$ cat src/rtl/uart_tx_sched.sv
// uart_tx_sched: round-robin scheduler sharing one uart transmitter among N requesters.
// Define UART_TX_SCHED_TIMEOUT_EN to add busy-handshake timeouts and the sticky err flag.
module uart_tx_sched #(
    parameter int N           = 4,
    parameter int TIMEOUT_CYC = 64
) (
    input  logic                 clk,
    input  logic                 rst_n,
    input  logic [N-1:0]         req,
    input  logic [8*N-1:0]       req_data,
    input  logic [N-1:0]         req_par_en,
    input  logic [N-1:0]         req_par_typ,
    output logic [N-1:0]         ack,
    output logic [N-1:0]         done,
    output logic [7:0]           P_DATA,
    output logic                 DATA_valid,
    output logic                 PAR_EN,
    output logic                 PAR_TYP,
    input  logic                 busy,
    output logic [$clog2(N)-1:0] owner,
    output logic                 sched_busy,
    output logic                 err
);

    localparam int W = $clog2(N);

    typedef enum logic [1:0] {
        S_IDLE,
        S_ISSUE,
        S_WAIT_HI,
        S_WAIT_LO
    } state_t;

    state_t         state_q, state_d;
    logic [W-1:0]   rr_q, rr_d;
    logic [W-1:0]   owner_q, owner_d;
    logic [7:0]     p_data_q, p_data_d;
    logic           par_en_q, par_en_d;
    logic           par_typ_q, par_typ_d;
    logic           dv_q, dv_d;
    logic [N-1:0]   ack_q, ack_d;
    logic [N-1:0]   done_q, done_d;

    logic [W-1:0]   win;
    logic           found;
    int             idx;

`ifdef UART_TX_SCHED_TIMEOUT_EN
    localparam int CW = ($clog2(TIMEOUT_CYC + 1) > 3) ? $clog2(TIMEOUT_CYC + 1) : 3;
    logic [CW-1:0]  cnt_q, cnt_d;
    logic           err_q, err_d;
`endif

    // First pending requester at or after rr, wrapping modulo N.
    always_comb begin
        win   = '0;
        found = 1'b0;
        idx   = 0;
        for (int k = 0; k < N; k++) begin
            idx = (int'(rr_q) + k) % N;
            if (!found && req[W'(idx)]) begin
                found = 1'b1;
                win   = W'(idx);
            end
        end
    end

    always_comb begin
        state_d   = state_q;
        rr_d      = rr_q;
        owner_d   = owner_q;
        p_data_d  = p_data_q;
        par_en_d  = par_en_q;
        par_typ_d = par_typ_q;
        dv_d      = 1'b0;
        ack_d     = '0;
        done_d    = '0;
`ifdef UART_TX_SCHED_TIMEOUT_EN
        cnt_d     = cnt_q;
        err_d     = err_q;
`endif
        unique case (state_q)
            S_IDLE: begin
                if (!busy && found) begin
                    owner_d    = win;
                    p_data_d   = req_data[{win, 3'b000} +: 8];
                    par_en_d   = req_par_en[win];
                    par_typ_d  = req_par_typ[win];
                    dv_d       = 1'b1;
                    ack_d[win] = 1'b1;
                    rr_d       = (win == W'(N - 1)) ? '0 : win + 1'b1;
                    state_d    = S_ISSUE;
                end
            end
            S_ISSUE: begin
                state_d = S_WAIT_HI;
`ifdef UART_TX_SCHED_TIMEOUT_EN
                cnt_d   = '0;
`endif
            end
            S_WAIT_HI: begin
                if (busy) begin
                    state_d = S_WAIT_LO;
`ifdef UART_TX_SCHED_TIMEOUT_EN
                    cnt_d   = '0;
                end else if (cnt_q == CW'(3)) begin
                    state_d = S_IDLE;
                    err_d   = 1'b1;
                end else begin
                    cnt_d   = cnt_q + 1'b1;
`endif
                end
            end
            S_WAIT_LO: begin
                if (!busy) begin
                    done_d[owner_q] = 1'b1;
                    state_d         = S_IDLE;
`ifdef UART_TX_SCHED_TIMEOUT_EN
                end else if (cnt_q == CW'(TIMEOUT_CYC - 1)) begin
                    state_d = S_IDLE;
                    err_d   = 1'b1;
                end else begin
                    cnt_d   = cnt_q + 1'b1;
`endif
                end
            end
            default: state_d = S_IDLE;
        endcase
    end

    always_ff @(posedge clk or negedge rst_n) begin
        if (!rst_n) begin
            state_q   <= S_IDLE;
            rr_q      <= '0;
            owner_q   <= '0;
            p_data_q  <= '0;
            par_en_q  <= 1'b0;
            par_typ_q <= 1'b0;
            dv_q      <= 1'b0;
            ack_q     <= '0;
            done_q    <= '0;
        end else begin
            state_q   <= state_d;
            rr_q      <= rr_d;
            owner_q   <= owner_d;
            p_data_q  <= p_data_d;
            par_en_q  <= par_en_d;
            par_typ_q <= par_typ_d;
            dv_q      <= dv_d;
            ack_q     <= ack_d;
            done_q    <= done_d;
        end
    end

`ifdef UART_TX_SCHED_TIMEOUT_EN
    always_ff @(posedge clk or negedge rst_n) begin
        if (!rst_n) begin
            cnt_q <= '0;
            err_q <= 1'b0;
        end else begin
            cnt_q <= cnt_d;
            err_q <= err_d;
        end
    end
    assign err = err_q;
`else
    assign err = 1'b0;
`endif

    assign ack        = ack_q;
    assign done       = done_q;
    assign P_DATA     = p_data_q;
    assign DATA_valid = dv_q;
    assign PAR_EN     = par_en_q;
    assign PAR_TYP    = par_typ_q;
    assign owner      = owner_q;
    assign sched_busy = (state_q != S_IDLE);

endmodule

$ cat config.mk
export PLATFORM = sky130hd
export DESIGN_NAME = uart_tx_sched
export DESIGN_NICKNAME = d
export VERILOG_FILES = /design/src/rtl/uart_tx_sched.sv
export SDC_FILE = /design/constraint.sdc
export NUM_CORES = 1
export LEC_CHECK = 0
export CORE_MARGIN = 3
export CORE_UTILIZATION = 43
export DETAILED_ROUTE_END_ITERATION = 16
export PLACE_DENSITY = 0.92
export SYNTH_ARGS = -nofsm -noshare
export SYNTH_HDL_FRONTEND = slang
export SYNTH_SLANG_ARGS = --single-unit
$ cat constraint.sdc
create_clock -name clk -period 5.8 [get_ports clk]
set_input_delay 1.16 -clock clk [delete_from_list [all_inputs] [get_ports clk]]
set_output_delay 1.16 -clock clk [all_outputs]
set_load 0.05 [all_outputs]
* Word level (Yosys, flattened, before mapping)
Index checks and enable logic that the tools add are counted.
** Cells by class
- Equality and inequality tests :: 7
- Shift-type cells :: 1
- Mux-type cells :: 39
- $lt $le $gt $ge :: 8
- Add/subtract/negate cells :: 4
- Reduce and logical (&&, ||, !) cells :: 14
** Operator list (number)
- $shiftx 32x6->8 :: 1
- $mux 1 :: 18
- $lt 2x4->1 const B :: 4
- $mux 2 :: 8
- $mux 4 :: 4
- $bmux 1 s2 :: 6
- $pmux 2 s4 :: 1
- $eq 2x2->1 const B :: 3
- $logic_and 1x1->1 :: 6
- $lt 2x3->1 const B :: 2
- $ne 2x2->1 const B :: 3
- $add 2x1->2 const B :: 2
- $add 2x2->2 const B :: 2
- $demux 1 s2 :: 2
- $ge 2x1->1 const B :: 2
- $logic_not 1->1 :: 4
- $reduce_and 3->1 :: 1
- $eq 2x1->1 const B :: 1
- $logic_not 2->1 :: 1
- $reduce_and 2->1 :: 1
- $reduce_bool 2->1 :: 1
** Storage, ports and cells
- Word-level logic and storage cells :: 82
- Register bits :: 25
- Bits of input ports :: 47
- Output and inout bits :: 23

* Depth between registers and ports, before layout
Gate-level depths: netlist of the first run.
- Word-level depth :: 19
- Depth in mapped cells :: 10
- Gate-level depth less buffers :: 8

* Worst setup path after synthesis of the first run
OpenSTA, ideal clock, no wires.
- Kind :: input to register
- Start :: in req[0]
- End :: reg par_en_q, in the netlist PAR_EN
- Path buffers :: 2
- Stages :: 8
- Slack :: 3.312 ns
- Data arrival time :: 2.362 ns
- Required time :: 5.674 ns
- Library setup time :: 0.126 ns
- Cell sequence :: nor4_1 -> or3_1 -> clkbuf_2 -> inv_2 -> o21ai_2 -> buf_2 -> a21oi_1 -> a221o_1
** Between the ends
- Longest elaborated chain between the ends :: 15
- Elaborated cells on any way between the ends :: 30
- Classes of those cells :: mux (22); reduce/logical (8)
** Ends and longest elaborated chain
- from (decl) :: RTL line 9 : input logic [N-1:0] req,
- $bmux 1 s2 :: RTL line 61 : if (!found && req[W'(idx)]) begin
- $mux 1 (not written as such) (2 in a row) :: RTL line 61
- $mux 1 :: RTL line 61
- $logic_not 1->1 :: RTL line 61
- $logic_and 1x1->1 :: RTL line 61
- $mux 1 :: RTL line 61
- $logic_not 1->1 :: RTL line 61
- $logic_and 1x1->1 :: RTL line 61
- $mux 1 :: RTL line 61
- $logic_not 1->1 :: RTL line 61
- $logic_and 1x1->1 :: RTL line 61
- $mux 2 or $mux 1 (tied branches) :: RTL line 61
- $bmux 1 s2 or $logic_and 1x1->1 (tied branches) :: RTL line 87, 84
- $mux 1 (not written as such) or $reduce_and 2->1 (tied branches)
- to (signal assigned) :: RTL line 147 : par_en_q <= par_en_d;
- to (decl) :: RTL line 38 : logic par_en_q, par_en_d;
Parallel ways exist; a longest one is shown, timed or not. The select of a mux whose other input is x is not followed.
A chain may end at the register's enable or synchronous reset.

* Worst setup path after layout of the first run
- Start :: in req[2]
- End :: reg p_data_q[4], in the netlist P_DATA[4]
** Between the ends
- Longest elaborated chain between the ends :: 15
- Elaborated cells on any way between the ends :: 29
- Classes of those cells :: shift (1); mux (20); reduce/logical (8)
** Ends and longest elaborated chain
- parallel branches: the longest is 15 deep, another holds $bmux 1 s2
- to (signal assigned) :: RTL line 146 : p_data_q <= p_data_d;
- to (decl) :: RTL line 37 : logic [7:0] p_data_q, p_data_d;
Parallel ways; which one is timed is not known. The select of a mux whose other input is x is not followed.

==> results.toml, run 1 <==
[outcome]
status = "finished, final reports clean"

[cells_and_area]
final_core_util = 0.6927
nNetsFinal = 253
area_growth_pct = 50.83
drive_gt1_frac = 0.1045
n_antenna_cell = 0

[clock_tree]
post_cts_buffers = 0
cts_resized = 0
hold_buffers = 0
ctsHtreeMaxLevel = 1
clk_latency_ps = 330
cts_sinks = 25
cts-root-buf = "clkbuf_4"
cts_buffers = 3
ctsLongestPathBuffers = 2
cts_tree = "yes"
clk_transition_reported_paths_ps = 140

[logic_synthesis]
synth.most_common_cell = "dfrtp_1"
synth_edf_count = 0
synthTopCellsByArea = "dfrtp_1 44%, mux2_4 9.5%, a221o_1 7.0%, a21oi_1 4.6%, o21ai_0 3.9%"
syn_inst = 137
synth_flop_cell = "dfrtp_1"
synth.ff_latch_count = 25
yosysWarnings = 0
asyncSetResetFlopFracSynth = 1.000
synth_top_area_cell = "dfrtp_1"
syn-mean-instance-area_um2 = 10.40
synth_common_cells = "25 x dfrtp_1, 13 x a21oi_1, 11 x o21ai_0"
synth.top_cell.area_share = 0.4390
syn_nets = 188
ys_seq_area_frac = 0.4390
syn_area_um2 = 1425
synth_cell_types = 39

[timing]
max_freq_mhz = 303.9
hold_viol = 0
worstMarginPinSlew_ps = 1158
fin_skew_ps = 5.523
whs_ps = 531.7
fin_crit_ps = 3291
final-setup-viol-count = 0
fin_setup_tns_ps = 0
maxSlewViolCount = 0
rsz0062_at_grt = "false"
period_share = 0.5674
slew_headroom = 0.2253

[die]
die-area_um2 = 4041
io_pins = 70
fp.dieW_um = 63.57
initial_core_util = 0.4593
rows = 20
coreArea_um2 = 3103
die_h_um = 63.57

[global_route]
grt_pass1_vias = 1538
antenna_found_initial = 0
grt_pass1_wl_um = 7079
grt_overflow = 0
grt_start_max_net_pins = 26
track_usage = 0.2231

[worst_setup_path]
endpoint_kind = "flop"
critPathMaxFanout = 11
crit_required_ps = 6020
r2r-start = "state_q[0]"
start_kind = "primary input"
r2r_cells = 7
worstPathCellList = "clkdlybuf4s50_1 > nand2b_1 > a21oi_1 > nor2_2 > mux2_4 > a221o_1"
ff2ff_setup_slack_ps = 3160
critPathKind = "in2reg"
cp.arrival_ps = 3510
cpMaxStageDelayCell = "a21oi_1"
r2r-end = "P_DATA[6]"
cp_slowest_stage_delay_ps = 660

[place]
io_buffers = 68
post-dp-hpwl_um = 3173
place_congestion = 0.8027

[worst_hold_path]
hold_class = "reg2reg"
min_from = "PAR_TYP"
whs_endpoint = "PAR_TYP"
whs_path_depth = 1

[route]
routed_wl_um = 4243
route.detailed.drc = 0
via_count = 1398
vias_per_cell = 5.706
dr.first_iter.drc_count = 64
wl_per_cell_um = 17.32
drtAntennaViolNets = 0
drtPass1Iterations = 4

[job]
cap_violations = 0

[power]
leakagePower_nw = 0.9158
vdd_drop_max_mv = 0.2046
p_per_area_nw_per_um2 = 449.5
-- placed cells by master (no fill, tap or decap), types with 2 or more instances in the layout --
cell type	count
nor4bb_1	2
a221o_1	10
clkbuf_4	3
nor2_1	6
nand2b_1	2
dfrtp_1	25
ha_1	4
a211oi_1	2
a21oi_1	13
nor3_1	2
mux2_2	2
inv_1	4
o21ai_0	11
clkdlybuf4s50_1	68
nand3_1	10
a21o_1	2
nand2_1	7
mux2_4	9
-- worst max-delay path, delay by kind of cell --
kind	cells	cell delay [ps]
compound gates	2	990
simple gates	2	450
mux	1	370
buf+inv	1	530
-- sequential cells by signal, summed over array words and instances (netlist names) --
signal and flops:
DATA_valid 1, PAR_EN 1, PAR_TYP 1, P_DATA 8
ack 4, done 4, owner 2, rr_q 2
state_q 2
-- logic make-up after synthesis --
| group | Yosys count | share of synthesized area |
|---|---|---|
| AO/OA/AOI/OAI | 44 | 0.2195 |
| adder cells (fa/ha/maj) | 4 | 0.03512 |
| buffers and inverters | 14 | 0.04741 |
| flip-flops | 25 | 0.4390 |
| multiplexers | 12 | 0.1176 |
| other | 1 | 0.002631 |
| AND/OR/NAND/NOR | 37 | 0.1387 |
-- report_power, final --
| part | total (mW) | internal, mW | switching [mW] |
|---|---|---|---|
| Sequential | 0.284 | 0.234 | 0.0501 |
| Clock | 0.0817 | 0.0264 | 0.0553 |
| Combinational | 0.600 | 0.244 | 0.356 |
| Total | 0.966 | 0.505 | 0.462 |
-- worst max-delay path by stage --
stage / from / end / slack (ps) / cells past startpoint
finish: req[2] / P_DATA[4] / 2510 / 6
CTS: req[3] / P_DATA[2] / 2500 / 6
global placement: req[3] / P_DATA[2] / 2250 / 6
detailed placement: req[3] / P_DATA[2] / 2140 / 6
global route: req[1] / ack[2] / 2270 / 6
floorplan: req[0] / PAR_EN / 3310 / 8
-- routing by layer --
| metal | up-vias | share of wire | track usage |
|---|---|---|---|
| li1 | 637 | - | - |
| met1 | 690 | 0.37 | 0.2415 |
| met2 | 65 | 0.55 | 0.4185 |
| met3 | 6 | 0.060 | 0.03565 |
| met4 | 0 | 0.015 | 0.1024 |
| met5 | - | 0 | 0 |
-- final cells by class --
type	instances	area, µm²
Clock buffer	3	22.52
Tap cell	44	55.05
Timing Repair Buffer	69	688.2
Inverter	5	18.77
Sequential cell	25	625.6
Clock inverter	1	7.507
Multi-Input combinational cell	98	732.0
Fill cell	246	953.4
-- metrics by stage --
step / instances / worst slack [ps] / power, mW / cell area (µm²)
6_report: 245 / 2509 / 0.9662 / 2150
5_1_grt: 245 / 2266 / 1.019 / 2150
3_3_place_gp: 241 / 2250 / 0.8549 / 2120
4_1_cts: 245 / 2504 / 0.9694 / 2150
3_5_place_dp: 241 / 2140 / 0.8862 / 2120
2_1_floorplan: 137 / 3312 / 0.6944 / 1425
(Power assumes the default switching activity.)
==> inputs of run 2 (changes only) <==
Settings changed: CORE_UTILIZATION 43 to 36, PLACE_DENSITY 0.92 to 0.83.
Clock period 5.8 ns to 3 ns, I/O delays scaled along.
==> run 2 against run 1 <==
  * Via count is the same
  * Sequential power is 93% higher
  * Routed wire length down 6.0%
  * Core utilization shrank 9.9 points
  * Critical path depth decreased by 2
  * Flip-flop and latch count stayed put
  * Critical path type is now reg2out
  * Combinational power increased by 97%
  * Worst hold slack lost 5.1 ps
  * Sequential share of layout area decreased by 0.95 points
==> results.toml, run 2 (synthesized netlist as in run 1, its figures left out) <==
[outcome]
status = "finished, final reports clean"

[power]
total_power_mw = 1.922
p_per_area_nw_per_um2 = 865.2
vdd_drop_max_mv = 0.3569
leakagePower_nw = 0.9589

[timing]
period_share = 0.8198
worstMarginPinSlew_ps = 537.4
maxSlewViolCount = 0
fin_ws_ps = 540.5
whs_ps = 526.6
slew_headroom = 0.6417
rsz0062_at_grt = "false"
max_freq_mhz = 406.6
hold_viol = 0
final-setup-viol-count = 0
fin_crit_ps = 2460
fin_skew_ps = 2.277
fin_setup_tns_ps = 0

[die]
rows = 22
initial_core_util = 0.3807
coreArea_um2 = 3744
io_pins = 70
die_h_um = 68.92
die-area_um2 = 4749
fp.dieW_um = 68.92

[place]
place_congestion = 0.8031
post-dp-hpwl_um = 3023
io_buffers = 68
pre_cts_ws_ps = 453.8

[clock_tree]
cts-root-buf = "clkbuf_8"
hold_buffers = 0
post_cts_buffers = 0
cts_resized = 0
cts_buffers = 3
clk_transition_reported_paths_ps = 80
ctsLongestPathBuffers = 2
clk_latency_ps = 260
cts_tree = "yes"
cts_sinks = 25
ctsHtreeMaxLevel = 1

[worst_setup_path]
start_kind = "flop"
cp.arrival_ps = 1860
r2r_cells = 8
crit_required_ps = 2400
ff2ff_setup_slack_ps = 1080
r2r-end = "P_DATA[6]"
endpoint_kind = "output pin"
critPathMaxFanout = 4
critPathKind = "reg2out"
r2r-start = "state_q[0]"

[cells_and_area]
nNetsFinal = 260
final_core_util = 0.5936
drive_gt1_frac = 0.1298
area_growth_pct = 55.93
n_antenna_cell = 0
layout_commonest_cell = "clkdlybuf4s50_1"
largest_reg_flops = 8
final_cell_mix = "68 x clkdlybuf4s50_1, 25 x dfrtp_1, 13 x a21oi_1"

[global_route]
grt_pass1_vias = 1373
grt_start_max_net_pins = 26
grt_pass1_wl_um = 6072
track_usage = 0.1738
antenna_found_initial = 0
grt_overflow = 0

[job]
cap_violations = 0

[worst_hold_path]
whs_endpoint = "P_DATA[7]"
hold_class = "reg2reg"
whs_path_depth = 1
min_from = "P_DATA[7]"

[route]
dr.first_iter.drc_count = 142
drtPass1Iterations = 4
routed_wl_um = 3988
vias_per_cell = 5.461
drtAntennaViolNets = 0
via_count = 1398
route.detailed.drc = 0
wl_per_cell_um = 15.58
[run 2: changes by cell type in the layout (fill, tap and decap cells not counted)]
cell	previous run	this run
clkbuf_1	0	1
clkbuf_4	3	0
buf_4	1	8
clkbuf_8	0	3
clkinvlp_4	1	0
[run 2: worst max-delay path: stages, from the launching register on]
cell	delay [ps]
dfrtp_1	400
inv_1	80
ha_1	240
inv_1	80
clkdlybuf4s50_1	800
[run 2: layer usage]
layer,routed length (µm),share of wire,global-route usage,vias to the layer above
li1,-,-,-,649
met4,72,0.018,0.07543,0
met3,263,0.066,0.03241,8
met1,1598,0.40,0.2157,683
met2,2054,0.52,0.2929,58
met5,0,0,0,-
[run 2: where the power goes]
part           switching (mW)  internal (mW)  total (mW)
sequential             0.0951          0.453       0.549
clock                   0.101         0.0949       0.196
combinational           0.681          0.498        1.18
[run 2: area by class of cell]
class,count,area (µm²)
Fill cell,339,1521
Inverter,5,18.77
Timing Repair Buffer,76,740.7
Sequential cell,25,625.6
Tap cell,48,60.06
Clock buffer,4,45.04
Multi-Input combinational cell,98,732.0
[run 2: worst max-delay path by stage]
stage / end / slack [ps] / cells after the start / from
floorplan: PAR_EN / 920 / 7 / state_q[0]
global placement: P_DATA[2] / 490 / 7 / req[3]
detailed placement: PAR_EN / 450 / 7 / req[3]
CTS: sched_busy / 530 / 4 / state_q[0]
global route: sched_busy / 480 / 4 / state_q[0]
finish: sched_busy / 540 / 4 / state_q[0]
[run 2: stage by stage]
step | cell area, µm² | std cells
after floorplan | 1425 | 137
after global placement | 2177 | 252
after detailed placement | 2177 | 252
after CTS | 2222 | 256
after global routing | 2222 | 256
final | 2222 | 256
